**config.mk**
```make
export PLATFORM = sky130hd
export DESIGN_NAME = modport_memory
export DESIGN_NICKNAME = d
export VERILOG_FILES = /design/src/rtl/modport_memory.sv
export SDC_FILE = /design/constraint.sdc
export NUM_CORES = 1
export LEC_CHECK = 0
export ABC_AREA = 1
export CORE_ASPECT_RATIO = 1.4
export CORE_UTILIZATION = 25
export DETAILED_ROUTE_END_ITERATION = 8
export PLACE_DENSITY = 0.49
export REMOVE_ABC_BUFFERS = 1
export SETUP_SLACK_MARGIN = 0.05
export SYNTH_ARGS = -nofsm -noshare
export SYNTH_HDL_FRONTEND = slang
export SYNTH_SLANG_ARGS = --single-unit
```
**constraint.sdc**
```tcl
create_clock -name clk -period 0.97 [get_ports clk]
set_input_delay 0.1455 -clock clk [delete_from_list [all_inputs] [get_ports clk]]
set_output_delay 0.1455 -clock clk [all_outputs]
set_load 0.02 [all_outputs]
```
**src/rtl/modport_memory.sv**
```systemverilog
// modport_memory: 8x8 single-port synchronous RAM with registered read-before-write reads.
// Async active-low reset clears both the storage and the read register.
module modport_memory #(
   parameter int ADDR_WIDTH = 3,
   parameter int DATA_WIDTH = 8
) (
   input  logic                  clk,
   input  logic                  reset,
   input  logic [ADDR_WIDTH-1:0] addr,
   input  logic                  wr_en,
   input  logic                  rd_en,
   input  logic [DATA_WIDTH-1:0] wdata,
   output logic [DATA_WIDTH-1:0] rdata
);
   localparam int DEPTH = 2 ** ADDR_WIDTH;
   logic [DATA_WIDTH-1:0] mem_q [DEPTH];
   logic [DATA_WIDTH-1:0] rdata_q, rdata_d;
   // mem_q is sampled before this edge's write lands, giving read-before-write
   always_comb begin
      rdata_d = rdata_q;
      if (rd_en) rdata_d = mem_q[addr];
   end
   always_ff @(posedge clk or negedge reset) begin
      if (!reset) begin
         for (int i = 0; i < DEPTH; i++) mem_q[i] <= '0;
         rdata_q <= '0;
      end else begin
         if (wr_en) mem_q[addr] <= wdata;
         rdata_q <= rdata_d;
      end
   end
   assign rdata = rdata_q;
endmodule

```
Word-level counts from Yosys, hierarchy flattened
Index checks and enable logic that the tools add are counted.
{"block": "word_totals", "ff_bits": 72, "inputBits": 15, "out_inout_bits": 8}
{"block": "op_classes", "n_reduce_logical": 1, "magnitude_cmp": 2, "n_mux": 6, "bitwise_logic": 1}
{"cell": "$bwmux W64", "count": 1}
{"cell": "$bmux W8 S3", "count": 1}
{"cell": "$demux W8 S3", "count": 1}
{"cell": "$mux W8", "count": 3}
{"cell": "$ge A4 B4 Y1 const B", "count": 1}
{"cell": "$lt A4 B1 Y1 const B", "count": 1}
{"cell": "$not A3 Y4", "count": 1}
{"cell": "$logic_and A1 B1 Y1", "count": 1}

Depth between registers and ports, before layout
Gate-level depths: netlist (run 1).
{"block": "logic_depth", "ltp_word": 6, "depth_mapped": 8, "depth_no_buf": 6}

Least setup slack after synthesis (run 1)
Ideal clock, no wire load.
{"block": "synth_path", "path_type": "input to register", "start": "input addr[0]", "end": "register rdata_q[5] (netlist: rdata[5])", "t_required_ns": 0.853, "slack_ns": -0.149, "t_arrival_ns": 1.001, "path_stages": 7, "n_path_buf": 2, "path_cell_list": "buf_4 clkbuf_1 or2_2 nand3_1 nand3_1 nor2_1 nor2_1"}
{"block": "synth_between", "elab_chain_len": 4}
{"item": "start, declared", "line": "9", "source": "input logic [ADDR_WIDTH-1:0] addr,"}
{"item": "$not A3 Y4 (implied by the code)", "line": "21", "source": "if (rd_en) rdata_d = mem_q[addr];"}
{"item": "$bmux W8 S3", "line": "21"}
{"item": "$mux W8 (implied by the code) (2 in series)", "line": "21"}
{"item": "end signal, assigned", "line": "29", "source": "rdata_q <= rdata_d;"}
{"item": "end, declared", "line": "17", "source": "logic [DATA_WIDTH-1:0] rdata_q, rdata_d;"}
No other way between the ends. The select of a mux whose other input is x is not followed.
A chain may end at the register's enable or synchronous reset.

Worst setup path after layout (run 1)
{"block": "layout_path", "start": "register rdata_q[0] (netlist: rdata[0])", "end": "output rdata[0]"}
{"item": "end, declared", "line": "13", "source": "output logic [DATA_WIDTH-1:0] rdata"}
No word-level cell between the ends.

==> reports/results.ini, run 1 <==
[placed_design]
port_buffers = 22
dpl.cell_count = 634
globalplace.congestion = 0.741
dp.final_hpwl_um = 5860
place_area_mm2 = 0.00405

[critical_path]
cp.required_ps = 820
cp_slowest_cell = dfrtp_1
crit_family = flip-flops
endpoint_kind = primary output
cpPeakStageDelay_ps = 390
path_depth = 1
crit_buf_inv = 1
crit_type = reg2out
cp_max_fo = 2
cp.arrival_ps = 860
path_cells = buf_6
startpoint_type = register
rr_worst_depth = 5

[finish]
final_util_pct = 36.2
stdcell_area_mm2 = 0.00470
multi_input_area_mm2 = 0.00141
diodes = 0
drive_above_1_share_pct = 24.3
syn2layout_area_growth_pct = 39.7
regArea_mm2 = 0.00180
num-fill-cells = 1354
final_cell_count_no_fill = 664
nNetsFinal = 497

[sta]
rsz0062_at_grt = yes
slew_violations = 0
min_period_ps = 1010
hold_violations = 0
max_freq_ghz = 0.992
relSlewSlack_pct = 84.3
worst_clock_skew_ps = 4.11
final.period_utilization_pct = 104
hold_ws_ps = 226
post-route-worst-setup-slack_ps = -37.9
worst_slew_pin_slew_ps = 235
setup_viol = 12

[detailed_routing]
drtPass1Iterations = 4
first_iter_violations = 146
routed_via_density = 4.25
ant_nets = 0
route.detailed.drc = 0
vias = 2819
drt-total-wl_um = 8670
wl_per_cell_um = 13.1

[logic_synthesis]
synth-main-ff-cell = dfrtp_1
ys_seq_area_share_pct = 53.5
yosys-top-cells-area = dfrtp_1 54%, nand2_1 13%, o21ai_0 7.7%
syn-cell-area_mm2 = 0.00337
ys_warn_count = 0
synth-seq-cells = 72
yosysTopAreaCellShare_pct = 53.5
synth_top_cell_by_area = dfrtp_1
synth_edf_count = 0
avgSynthCellArea_um2 = 8.09
synthTopCellsByCount = 121 x nand2_1, 72 x dfrtp_1, 52 x inv_1, 52 x o21ai_0, 45 x nand3_1
ys_types = 20
synth_most_common_cell = nand2_1
postSynthCellCount = 416
synth-async-reset-ratio_pct = 100

[global_routing]
first_global_vias = 2755
grt-ovfl-total = 0
grt_pass1_wl_um = 14200
grt_max_degree = 31
grt_usage_pct = 13.2
grt_antenna_before_repair = 0

[power]
vdd_ir_drop_max_mv = 0.683
p_per_area_mw_per_mm2 = 1960
power.leakage_nw = 2.31
power_mw = 9.20

[clocking]
worstSkewPairLatency_ps = 330
clk_pin_slew_ps = 50
cts_tree = yes
h-tree-depth = 3
cts_inserted_buffers = 9
cts.path.max_buffers = 2
clock_sinks = 72
cts_root_buffer = clkbuf_16

[outcome]
violations = setup timing
status = complete, but fails checks

[floorplan]
dieArea_mm2 = 0.0139
start_util_pct = 25.9
die_w_um = 100
boundaryPins = 23
placement_rows = 49
die_h_um = 139
coreArea_mm2 = 0.0130

[flow_run]
drv_cap = 0

[min_path]
worstHoldPathType = in2async

## layout by cell type (no fill, tap or decap)
cell type	instances
o21ai_1	15
nand2_1	119
clkinv_2	1
buf_6	11
buf_12	9
inv_6	1
inv_1	50
buf_2	1
nand2_2	3
nand3_2	14
nor3_4	1
nand2_8	3
bufbuf_16	1
inv_2	4
a21oi_1	2
nor2_2	6
clkbuf_16	9
nor2_4	4
nand2_4	3
clkdlybuf4s15_1	1
o21ai_0	49
nor2_1	17
clkdlybuf4s50_1	9
buf_4	35
a21boi_0	1
clkbuf_1	1
nand3_1	31
or2_4	6
dfrtp_1	72
clkbuf_8	2
dlygate4sd3_1	1
bufinv_16	2
clkdlybuf4s15_2	2
## layer usage
metal / share of wire, % / vias to the layer above / global-route usage, %
met5: 0 / - / 0
met3: 2.8 / 8 / 3.21
met1: 44 / 1336 / 16.6
li1: - / 1437 / -
met4: 2.0 / 0 / 5.80
met2: 51 / 38 / 21.5
## state kept, by name, indices dropped and copies added, names as in the netlist
name	flops
rdata	8
mem_q	64
## timing repair
action	CTS	global route
gates cloned	1	1
endpoints found under the setup margin	80	36
endpoints found under the hold margin	72	0
pin swaps	18	20
setup buffers	6	6
gates resized for setup	89	15
hold buffers	1	0
## cell families (layout without fill, tap and decap cells)
family | after synthesis | in the layout | share of synthesized area (%)
simple gates | 206 | 207 | 27.1
flops | 72 | 72 | 53.5
buf+inv | 71 | 140 | 9.37
compound gates | 67 | 67 | 10.0
## metrics by stage
stage	TNS (ps)	setup slack (ps)
after floorplan	-3390	-212
final	-271	-37.9
after CTS	-489	-59.2
after global routing	-882	-81.3
after global placement	-41580	-622
after detailed placement	-41530	-637
## layout make-up
class	count	area share (%)
multi-input cells	274	29.9
clock buffers	12	5.46
inverters	55	4.50
repair buffers	70	15.7
well taps	178	4.74
flip-flops and latches	72	38.3
clock inverters	3	1.38
## power breakdown
part | leakage (nW) | switching [mW] | total [mW] | internal, mW
sequential | 0.896 | 0.289 | 3.85 | 3.56
clock | 0.159 | 1.20 | 3.57 | 2.37
combinational | 1.26 | 0.922 | 1.77 | 0.851
## worst paths after layout
kind / from / slack [ps] / end
worst min register to register: mem_q[53] / 490 / mem_q[53]
min in group clk: wdata[3] / 400 / mem_q[3]
worst min-delay path: reset / 230 / mem_q[30]
worst max register to register: mem_q[24] / -30 / rdata[0]
worst max-delay path: rdata[0] / -40 / rdata[0]
max in group asynchronous: reset / 320 / mem_q[59]
(Power assumes the default switching activity.)
==> inputs of run 2 (changes only) <==
--- a/config.mk
+++ b/config.mk
@@ -9,9 +9,11 @@
 export CORE_ASPECT_RATIO = 1.4
 export CORE_UTILIZATION = 25
 export DETAILED_ROUTE_END_ITERATION = 8
+export HOLD_SLACK_MARGIN = 0.02
 export PLACE_DENSITY = 0.49
 export REMOVE_ABC_BUFFERS = 1
 export SETUP_SLACK_MARGIN = 0.05
+export SLEW_MARGIN = 20
 export SYNTH_ARGS = -nofsm -noshare
 export SYNTH_HDL_FRONTEND = slang
 export SYNTH_SLANG_ARGS = --single-unit
==> results of run 2 <==
Final layout, timing and power as in run 1 (identical DEF).
==> inputs of run 3 (changes only) <==
--- a/config.mk
+++ b/config.mk
@@ -7,10 +7,10 @@
 export LEC_CHECK = 0
 export ABC_AREA = 1
 export CORE_ASPECT_RATIO = 1.4
-export CORE_UTILIZATION = 25
+export CORE_UTILIZATION = 50
 export DETAILED_ROUTE_END_ITERATION = 8
 export HOLD_SLACK_MARGIN = 0.02
-export PLACE_DENSITY = 0.49
+export PLACE_DENSITY = 0.79
 export REMOVE_ABC_BUFFERS = 1
 export SETUP_SLACK_MARGIN = 0.05
 export SLEW_MARGIN = 20
==> reports/results.ini, run 3 (synthesis results as in run 1) <==
[critical_path]
crit_type = reg2out
cpPeakStageDelay_ps = 400  ; about the same
startpoint = rdata[3]
r2r_slack_ps = -40  ; about the same
crit_buf_inv = 1  ; unchanged
crit_end = rdata[3]
timing.rr.end = rdata[5]
cp.arrival_ps = 890  ; +30 ps
cp_slowest_cell = dfrtp_1
reg2reg_from = mem_q[29]
startpoint_type = register
cp_max_fo = 2  ; unchanged
crit_family = flip-flops
path_cells = buf_6
rr_worst_depth = 5  ; unchanged
endpoint_kind = primary output
cp.required_ps = 820  ; about the same
path_depth = 1  ; unchanged

[global_routing]
grt_antenna_before_repair = 0  ; unchanged
grt_util_met2_pct = 40.8  ; +19 points
grt_pass1_wl_um = 13100  ; -7.6%
grt-busiest-layer = met2
grt_max_degree = 42  ; +35%
grt_usage_pct = 24.7  ; +12 points
first_global_vias = 2854  ; +3.6%
grt-ovfl-total = 0  ; unchanged
grtUsageMet3_pct = 5.42  ; +2.2 points
met1_usage_pct = 30.4  ; +14 points

[detailed_routing]
first_iter_violations = 232  ; +59%
route.detailed.drc = 4  ; +4
ant_nets = 0  ; unchanged
drt-total-wl_um = 8200  ; -5.4%
vias = 2991  ; +6.1%
wl_per_cell_um = 14.7  ; +13%
routed_via_density = 5.36  ; +26%
drtPass1Iterations = 9  ; +5

[finish]
diodes = 0  ; unchanged
largest_register_ff_count = 64  ; unchanged
top_register = mem_q
most-common-layout-cells = 116 x nand2_1, 72 x dfrtp_1, 49 x o21ai_0
drive_above_1_share_pct = 25.4  ; +1.1 points
multi_input_area_mm2 = 0.00138  ; -2.0%
syn2layout_area_growth_pct = 29.7
final_common_cell = nand2_1
num-fill-cells = 507  ; -63%
nNetsFinal = 494  ; -0.60%
regArea_mm2 = 0.00180  ; unchanged
final_util_pct = 66.9  ; +31 points

[clocking]
clk_pin_slew_ps = 80  ; +30 ps
clock_sinks = 72  ; unchanged
cts_root_buffer = clkbuf_8
cts.path.max_buffers = 2  ; unchanged
cts_tree = yes
cts_inserted_buffers = 9  ; unchanged
worstSkewPairLatency_ps = 360  ; +30 ps
h-tree-depth = 3  ; unchanged

[outcome]
status = complete, but fails checks
violations = DRC, setup timing

[floorplan]
dieArea_mm2 = 0.00707  ; -49%
coreArea_mm2 = 0.00653  ; -50%
start_util_pct = 51.6  ; +26 points
die_h_um = 99.1  ; -29%
boundaryPins = 23  ; unchanged
placement_rows = 35  ; -29%
die_w_um = 71.3  ; -29%

[sta]
slew_violations = 0  ; unchanged
min_period_ps = 1040  ; +28.3 ps
worst_clock_skew_ps = 11.4  ; +7.32 ps
worst_slew_pin_slew_ps = 261  ; +26.3 ps
hold_violations = 0  ; unchanged
final.period_utilization_pct = 107  ; +2.9 points
post-route-worst-setup-slack_ps = -66.2  ; -28.3 ps
relSlewSlack_pct = 82.6  ; -1.8 points
max_freq_ghz = 0.965  ; -2.7%
hold_ws_ps = 166  ; -60.1 ps
rsz0062_at_grt = yes
setup_viol = 13  ; +1

[placed_design]
port_buffers = 22  ; unchanged
dp.final_hpwl_um = 5210  ; -11%
globalplace.congestion = 0.832  ; +12%
dpl_worst_slack_ps = -723  ; -85.6 ps

[power]
p_per_area_mw_per_mm2 = 1840  ; -6.1%
vdd_ir_drop_max_mv = 1.00  ; +46%
power.leakage_nw = 2.25  ; -2.8%

[min_path]
worstHoldPathType = in2async

[flow_run]
drv_cap = 0  ; unchanged

run 3: repair_timing:
action	CTS	global route
gates cloned	1	1
setup buffers	5	8
gates resized for setup	82	23
hold buffers	1	0
hold endpoints to repair	72	0
endpoints found under the setup margin	80	48
pin swaps	14	15
run 3: metrics by stage:
step	setup TNS (ps)	cell area, um2	power [mW]	instances
after floorplan	-3390	3260	4.69	400
after global placement	-42400	3900	5.29	526
after detailed placement	-45110	3900	5.37	526
after CTS	-760	4260	7.89	549
after global routing	-1100	4370	8.46	558
final	-556	4370	8.02	558
run 3: final cells by class:
cell class                 instances  area share, %
sequential                        72           41.3
clock buffer                      11           3.24
clock inverter                     5           1.29
multi-input combinational        274           31.6
inverter                          55           4.73
timing repair buffer              67           15.8
tap                               74           2.12
run 3: routing by layer:
metal  vias up  wire (um)
met1      1430       3350
met5         -          0
met3        24        437
li1       1431          -
met4         0        227
met2       106       4180
run 3: worst min-delay path by stage:
stage / cells after the start / slack [ps] / to
floorplan: 0 / -150 / mem_q[0]
global placement: 1 / 10 / mem_q[45]
detailed placement: 1 / 20 / mem_q[45]
CTS: 2 / 160 / mem_q[45]
global route: 2 / 190 / mem_q[45]
finish: 2 / 170 / mem_q[45]
run 3: power breakdown:
part           leakage (nW)  switching, mW  internal, mW
Clock                0.0993           1.13          1.25
Combinational          1.25          0.944         0.834
Sequential            0.896          0.303          3.56
Total                  2.25           2.38          5.65
